[config.mk]
export PLATFORM = sky130hd
export DESIGN_NAME = poly_osc
export DESIGN_NICKNAME = d
export VERILOG_FILES = /design/src/rtl/poly_osc.sv
export SDC_FILE = /design/constraint.sdc
export NUM_CORES = 1
export LEC_CHECK = 0
export ABC_AREA = 1
export CORE_AREA = 2 2 93 184
export DETAILED_ROUTE_END_ITERATION = 12
export DIE_AREA = 0 0 95 186
export PLACE_DENSITY = 0.9
export SYNTH_ARGS = -nofsm -noshare
export SYNTH_HDL_FRONTEND = slang
export SYNTH_SLANG_ARGS = --single-unit
[constraint.sdc]
create_clock -name clk_i -period 5.38 [get_ports clk_i]
set_input_delay 1.345 -clock clk_i [delete_from_list [all_inputs] [get_ports clk_i]]
set_output_delay 1.345 -clock clk_i [all_outputs]
set_load 0.02 [all_outputs]
[src/rtl/poly_osc.sv]
// poly_osc: bank of CHANNELS square/pulse oscillators that share one phase adder, serviced round-robin (one voice per clock).
// Defining POLY_OSC_DUTY_EN adds the duty_i port and a pulse-width register per voice; without it every voice is a 50% square.
module poly_osc #(
    parameter int CHANNELS = 4,
    parameter int ACC_W    = 24,
    parameter int CLK_HZ   = 10_000_000,
    parameter int DUTY_W   = 8
) (
    input  logic                          clk_i,
    input  logic                          rst_i,
    input  logic                          wr_i,
    input  logic [$clog2(CHANNELS)-1:0]   ch_i,
    input  logic [7:0]                    note_i,
    input  logic                          enable_i,
    input  logic                          retrig_i,
`ifdef POLY_OSC_DUTY_EN
    input  logic [DUTY_W-1:0]             duty_i,
`endif
    output logic [CHANNELS-1:0]           wave_o,
    output logic [$clog2(CHANNELS+1)-1:0] mix_o,
    output logic                          tick_o
);
    localparam int CH_W  = $clog2(CHANNELS);
    localparam int MIX_W = $clog2(CHANNELS + 1);
    localparam logic [DUTY_W-1:0] DUTY_HALF = DUTY_W'(1) << (DUTY_W - 1);
    localparam logic [CH_W-1:0]   LAST_IDX  = CH_W'(CHANNELS - 1);

    // f(120+s) in millihertz: the top MIDI octave; every lower octave is a right shift of it.
    function automatic logic [63:0] top_octave_mhz(input int s);
        case (s)
            0:       return 64'd8372018;
            1:       return 64'd8869844;
            2:       return 64'd9397273;
            3:       return 64'd9956063;
            4:       return 64'd10548082;
            5:       return 64'd11175303;
            6:       return 64'd11839822;
            7:       return 64'd12543854;
            8:       return 64'd13289750;
            9:       return 64'd14080000;
            10:      return 64'd14917240;
            default: return 64'd15804266;
        endcase
    endfunction

    function automatic logic [12*ACC_W-1:0] build_rom();
        logic [12*ACC_W-1:0] rom;
        logic [63:0]         num;
        logic [63:0]         den;
        rom = '0;
        den = 64'(CLK_HZ) * 64'd1000;
        for (int s = 0; s < 12; s++) begin
            num = (64'd1 << ACC_W) * top_octave_mhz(s) * 64'(CHANNELS);
            rom[s*ACC_W +: ACC_W] = ACC_W'((num + den / 64'd2) / den);
        end
        return rom;
    endfunction

    localparam logic [12*ACC_W-1:0] BASE_ROM = build_rom();

    logic [CH_W-1:0]     r_idx;
    logic [ACC_W-1:0]    r_phase [CHANNELS];
    logic [ACC_W-1:0]    r_inc   [CHANNELS];
    logic [CHANNELS-1:0] r_en;
    logic [CHANNELS-1:0] r_wave;
    logic [MIX_W-1:0]    r_mix;
    logic                r_tick;
`ifdef POLY_OSC_DUTY_EN
    logic [DUTY_W-1:0]   r_duty  [CHANNELS];
`endif

    logic [6:0]          w_note;
    logic [3:0]          w_oct;
    logic [3:0]          w_semi;
    logic [3:0]          w_shift;
    logic [ACC_W-1:0]    w_base;
    logic [ACC_W-1:0]    w_inc_new;

    always_comb begin
        w_note    = note_i[7] ? 7'd127 : note_i[6:0];
        w_oct     = 4'(w_note / 7'd12);
        w_semi    = 4'(w_note % 7'd12);
        w_shift   = 4'd10 - w_oct;
        w_base    = '0;
        for (int s = 0; s < 12; s++) begin
            if (w_semi == 4'(s)) begin
                w_base = BASE_ROM[s*ACC_W +: ACC_W];
            end
        end
        w_inc_new = w_base >> w_shift;
    end

    logic [ACC_W-1:0]  w_cur_phase;
    logic [ACC_W-1:0]  w_cur_inc;
    logic              w_cur_en;
    logic [DUTY_W-1:0] w_cur_duty;
    logic [ACC_W-1:0]  w_next_phase;
    logic              w_next_wave;

    // Service of the voice in the current slot; the slot always sees the pre-write inc/en/duty.
    always_comb begin
        w_cur_phase = '0;
        w_cur_inc   = '0;
        w_cur_en    = 1'b0;
        w_cur_duty  = DUTY_HALF;
        for (int c = 0; c < CHANNELS; c++) begin
            if (r_idx == CH_W'(c)) begin
                w_cur_phase = r_phase[c];
                w_cur_inc   = r_inc[c];
                w_cur_en    = r_en[c];
`ifdef POLY_OSC_DUTY_EN
                w_cur_duty  = r_duty[c];
`endif
            end
        end
        w_next_phase = w_cur_en ? (w_cur_phase + w_cur_inc) : w_cur_phase;
        if (wr_i && retrig_i && (ch_i == r_idx)) begin
            w_next_phase = '0;
        end
        // With the fixed half duty this compare reduces to ~phase MSB.
        w_next_wave = w_cur_en && (w_next_phase[ACC_W-1 -: DUTY_W] < w_cur_duty);
    end

    logic [MIX_W-1:0] w_pop;

    always_comb begin
        w_pop = '0;
        for (int c = 0; c < CHANNELS; c++) begin
            w_pop = w_pop + MIX_W'(r_wave[c]);
        end
    end

    // An out-of-range ch_i matches no voice, so such a write is dropped.
    always_ff @(posedge clk_i) begin
        if (rst_i) begin
            r_idx  <= '0;
            r_en   <= '0;
            r_wave <= '0;
            r_mix  <= '0;
            r_tick <= 1'b0;
            for (int c = 0; c < CHANNELS; c++) begin
                r_phase[c] <= '0;
                r_inc[c]   <= '0;
`ifdef POLY_OSC_DUTY_EN
                r_duty[c]  <= DUTY_HALF;
`endif
            end
        end else begin
            r_idx  <= (r_idx == LAST_IDX) ? '0 : r_idx + 1'b1;
            r_tick <= (r_idx == LAST_IDX);
            r_mix  <= w_pop;
            for (int c = 0; c < CHANNELS; c++) begin
                if (r_idx == CH_W'(c)) begin
                    r_phase[c] <= w_next_phase;
                    r_wave[c]  <= w_next_wave;
                end
                if (wr_i && (ch_i == CH_W'(c))) begin
                    r_inc[c] <= w_inc_new;
                    r_en[c]  <= enable_i;
`ifdef POLY_OSC_DUTY_EN
                    r_duty[c] <= duty_i;
`endif
                    if (retrig_i) begin
                        r_phase[c] <= '0;
                    end
                end
            end
        end
    end

    assign wave_o = r_wave;
    assign mix_o  = r_mix;
    assign tick_o = r_tick;

endmodule

### Yosys cells after proc, flatten, opt, wreduce, memory -nomap -nowiden

Memories as Yosys holds them, arrays and structs flattened.
Index checks and enable logic that the tools add are counted.

* word-level logic and storage cells: 142
* RAM bits: 192
* register bits after elaboration: 14
* memories kept: 2
* output and inout port bits: 8
* bits of input ports: 15

* muxes and demuxes: 78
* order comparisons: 1
* divide/modulo/power cells: 2
* equal/unequal tests: 18
* reduce and logical (&&, ||, !) cells: 11
* shift-type cells: 1
* add/sub/neg operators: 6
* bitwise gates (word level): 12

Memory list
* r_inc: depth 4, bits a word 24, read ports 4, clocked after Yosys merged registers in 0, wr ports 4, RTL line 63 `logic [ACC_W-1:0] r_inc [CHANNELS];`
* r_phase: depth 4, bits a word 24, read ports 4, clocked after Yosys merged registers in 0, wr ports 4, RTL line 62 `logic [ACC_W-1:0] r_phase [CHANNELS];`

Operators by type and width (count)
* $mux 24: 33
* $mux 1: 43
* $add 24x24->24: 1
* $shr 24x4->24: 1
* $eq 4x3->1 const B: 4
* $eq 4x4->1 const B: 4
* $mux 16: 1
* $or 1x1->1: 12
* $eq 2x2->1 const B: 4
* $eq 4x2->1 const B: 2
* $lt 8x8->1 const B: 1
* $div 7x4->7 const B: 1
* $logic_and 1x1->1: 7
* $mod 7x4->7 const B: 1
* $mux 7: 1
* $eq 2x1->1 const B: 2
* $eq 4x1->1 const B: 1
* $logic_not 2->1: 2
* $logic_not 4->1: 1
* $sub 4x4->4 const A: 1
* $add 2x1->3: 1
* $add 3x1->3: 1
* $add 1x1->2: 1
* $add 2x1->2 const B: 1
* 2 further kinds: 2

### Depth between registers and ports, before layout

* depth in word-level cells: 17
* mapped depth: 28
* mapped depth without buffers: 25

### Worst setup path after synthesis

No wires, ideal clock.

* kind: input port to flip-flop
* start: in rst_i
* end: mem r_phase[3][0] (enable)
* arrival time: 3.703 ns
* path slack: 1.239 ns
* stages on the path: 5
* buffers on the path: 2
* required time: 4.942 ns
* library setup time: 0.438 ns
* path through: clkbuf_1 > inv_1 > nand2_1 > clkbuf_1 > o21ai_0

RTL lines
* from (decl): RTL line 10 `input logic rst_i,`
* to (decl): RTL line 62

==> results.cfg <==
[cells_and_area]
stdcell_count = 1406
final_layout_size_suffix_gt1_share_pct = 6.988
n_antenna_cell = 0
area_growth_syn_to_layout_pct = 9.604
layout_commonest_cell = nor2_1
num-nets-final = 1230
final_cell_mix = nor2_1 (248), nand2_1 (229), edfxtp_1 (164)

[global_routing]
grtUsageTotal_pct = 34.60
antenna_found_initial = 0
grt_pass1_vias = 8837
grt_pass1_wl_microns = 45260
grt_max_degree = 51
gr-total-overflow = 0

[worst_setup_path]
path_class = flop to flop
arrival_ns = 5.12
endpoint_kind = flop
cp_max_fo = 18
worstPathRequired_ns = 5.56
start_kind = flop

[synth]
synth_area_per_cell_sq_um = 8.415
synth_fa_ha_area_share_pct = 3.401
synthDistinctLibCells = 44
synth_top_family_by_area = simple AND/OR/NAND/NOR gates
synth_edf_count = 164
syn_nets = 1230
yosys_warnings = 0
synth-simple-area-share_pct = 26.47
syn-cell-area_sq_um = 10010
ys_seq_area_share_pct = 52.02
synth-compound-area-share_pct = 11.48
synthCells = 1189
async_flop_share_pct = 0
synth_mux_area_share_pct = 0
ys.flop_type = edfxtp_1
ys_ff_latch = 178
synth-xor-area-share_pct = 1.388

[sta]
worst_pin_slew_ns = 1.076
min_period_ns = 4.939
finalSetupTns_ns = 0
drv_slew = 0
finalCritPeriodShare_pct = 91.81
hold_violations = 0
fin_skew_ns = 0.009539
fmax_mhz = 202.5
finalSetupViolCount = 0
rsz0062_at_grt = no
maxSlewHeadroom_pct = 28.18

[clock_network]
path_clk_slew_ns = 0.07
cts_tree = yes
ctsHoldBuffers = 0
clk_path_buf_depth = 2
htreeDepth = 4
numCtsBuffers = 17
clock_sinks = 178
clk_latency_ns = 0.44
post-cts-setup-buffer-count = 0
cts-root-buf = clkbuf_16
cts_resized = 0

[drt]
drcViolationCount = 0
vias = 8876
antenna_left = 0
wire_per_inst_microns = 20.44
vias_per_cell = 6.313
firstDrtPassIters = 5
routed_wl_microns = 28750
drt-initial-drc-count = 784

[pwr]
p_leak_nw = 4.460
pwr-share-comb_pct = 33.1
vdd_drop_max_mv = 0.2530
clkPwrFrac_pct = 27.1
power_density_nw_per_um2 = 393.2
seqPwrFrac_pct = 39.8
internal_power_w = 0.002729
switching_share_pct = 36.72
p_sw_w = 0.001583

[floorplanning]
die_w_microns = 95
core_area_sq_um = 16270
ios = 23
start_util_pct = 61.51
row_count = 66
die_h_microns = 186
die-area_sq_um = 17670

[placement]
dpl.cell_count = 1374
routabilityCongestion = 0.9752
hpwl_microns = 19280
port_buffers = 22

[flow_run]
cap_violations = 0

[worst_hold_path]
hold_path_class = flop to flop

[status]
status = finished clean
[synthesized netlist by cell type (2+ instances only)]
cell	number	area (sq um)
a21boi_0	2	15.01
a21oi_1	85	425.4
a31oi_1	18	112.6
buf_1	7	26.28
buf_2	8	40.04
clkbuf_1	47	176.4
clkinv_1	5	18.77
dfxtp_1	14	280.3
edfxtp_1	164	4925
fa_1	2	40.04
ha_1	24	300.3
inv_1	58	217.7
inv_2	7	26.28
nand2_1	229	859.6
nand2_2	6	37.54
nand2_4	2	22.52
nand3_1	119	595.6
nand3_2	4	40.04
nand3b_1	2	15.01
nand4_1	10	62.56
nor2_1	248	930.9
nor3_1	6	30.03
nor4_1	3	18.77
o211ai_1	9	67.56
o21a_1	4	30.03
o21ai_0	56	280.3
o21ai_1	4	20.02
o21ai_2	2	17.52
o31ai_1	17	127.6
xnor2_1	3	26.28
xor2_1	11	96.34
[worst paths after layout]
check                start        endpoint  slack [ns]  cells after the start
hold / removal     r_en[2]         r_en[2]        0.48                      2
setup reg to reg  r_idx[0]  r_phase[1][20]        0.44                     22
setup / recovery  r_idx[0]  r_phase[1][20]        0.44                     22
hold reg to reg    r_en[2]         r_en[2]        0.48                      2
[critical path, cell delays in order (launching register included)]
cell and delay, ns:
dfxtp_1 0.44, inv_1 0.10, ha_1 0.22, inv_1 0.48
buf_4 0.28, o21ai_0 0.11, a21oi_1 0.33, ha_1 0.38
a21o_1 0.23, nand2_1 0.06, nand2_1 0.06, nor2_1 0.32
o21ai_0 0.22, a21boi_1 0.43, o21ai_0 0.22, nand3_1 0.11
nand2_1 0.08, nand2_1 0.08, nand2_2 0.11, nand3_1 0.09
nand2_1 0.07, nand3_1 0.17, nor2_1 0.07
[power by group through the flow]
stage / registers [W] / clock network [W] / logic [W]
after floorplan: 0.00174 / 0 / 0.000980
after global placement: 0.00173 / 0 / 0.00133
after detailed placement: 0.00174 / 0 / 0.00137
after CTS: 0.00171 / 0.00115 / 0.00139
after global routing: 0.00173 / 0.00121 / 0.00157
final: 0.00172 / 0.00117 / 0.00143
[layout make-up]
cell class | instances | area [sq um]
sequential | 178 | 5205
timing repair buffer | 45 | 405.4
multi-input combinational | 877 | 4295
fill | 1211 | 5301
clock buffer | 17 | 425.4
clock inverter | 15 | 117.6
tap | 204 | 255.2
inverter | 70 | 262.8
[routing by layer]
metal  track usage [%]  routed length (microns)
met5                 0                        0
met4             28.87                     2406
met3             5.142                     2117
met2             62.10                    15600
met1             33.76                     8620
[through the flow]
step	utilization [%]	hold WS, ns	setup WS [ns]	total power, W	cell area (sq um)
6_report	67.41	0.4826	0.4407	0.004312	10970
2_1_floorplan	-	0.4534	1.239	0.002718	10010
3_3_place_gp	64.07	0.4658	0.3905	0.003067	10420
3_5_place_dp	64.07	0.4737	0.2506	0.003111	10420
5_1_grt	67.41	0.5216	0.1219	0.004502	10970
4_1_cts	67.41	0.4839	0.6987	0.004256	10970
[sequential cells by signal, summed over array words and instances, names as in the netlist]
name and cells:
r_en 4, tick_o 1, r_phase 96, r_idx 2, r_inc 68, wave_o 4, mix_o 3
[kinds of logic after synthesis]
kind of cell / after synthesis
adder cells (fa/ha/maj): 26
flip-flops: 178
AO/OA/AOI/OAI: 203
XOR/XNOR: 15
AND/OR/NAND/NOR: 633
buffers and inverters: 134
Note: power is estimated with default switching activity, not from simulation.
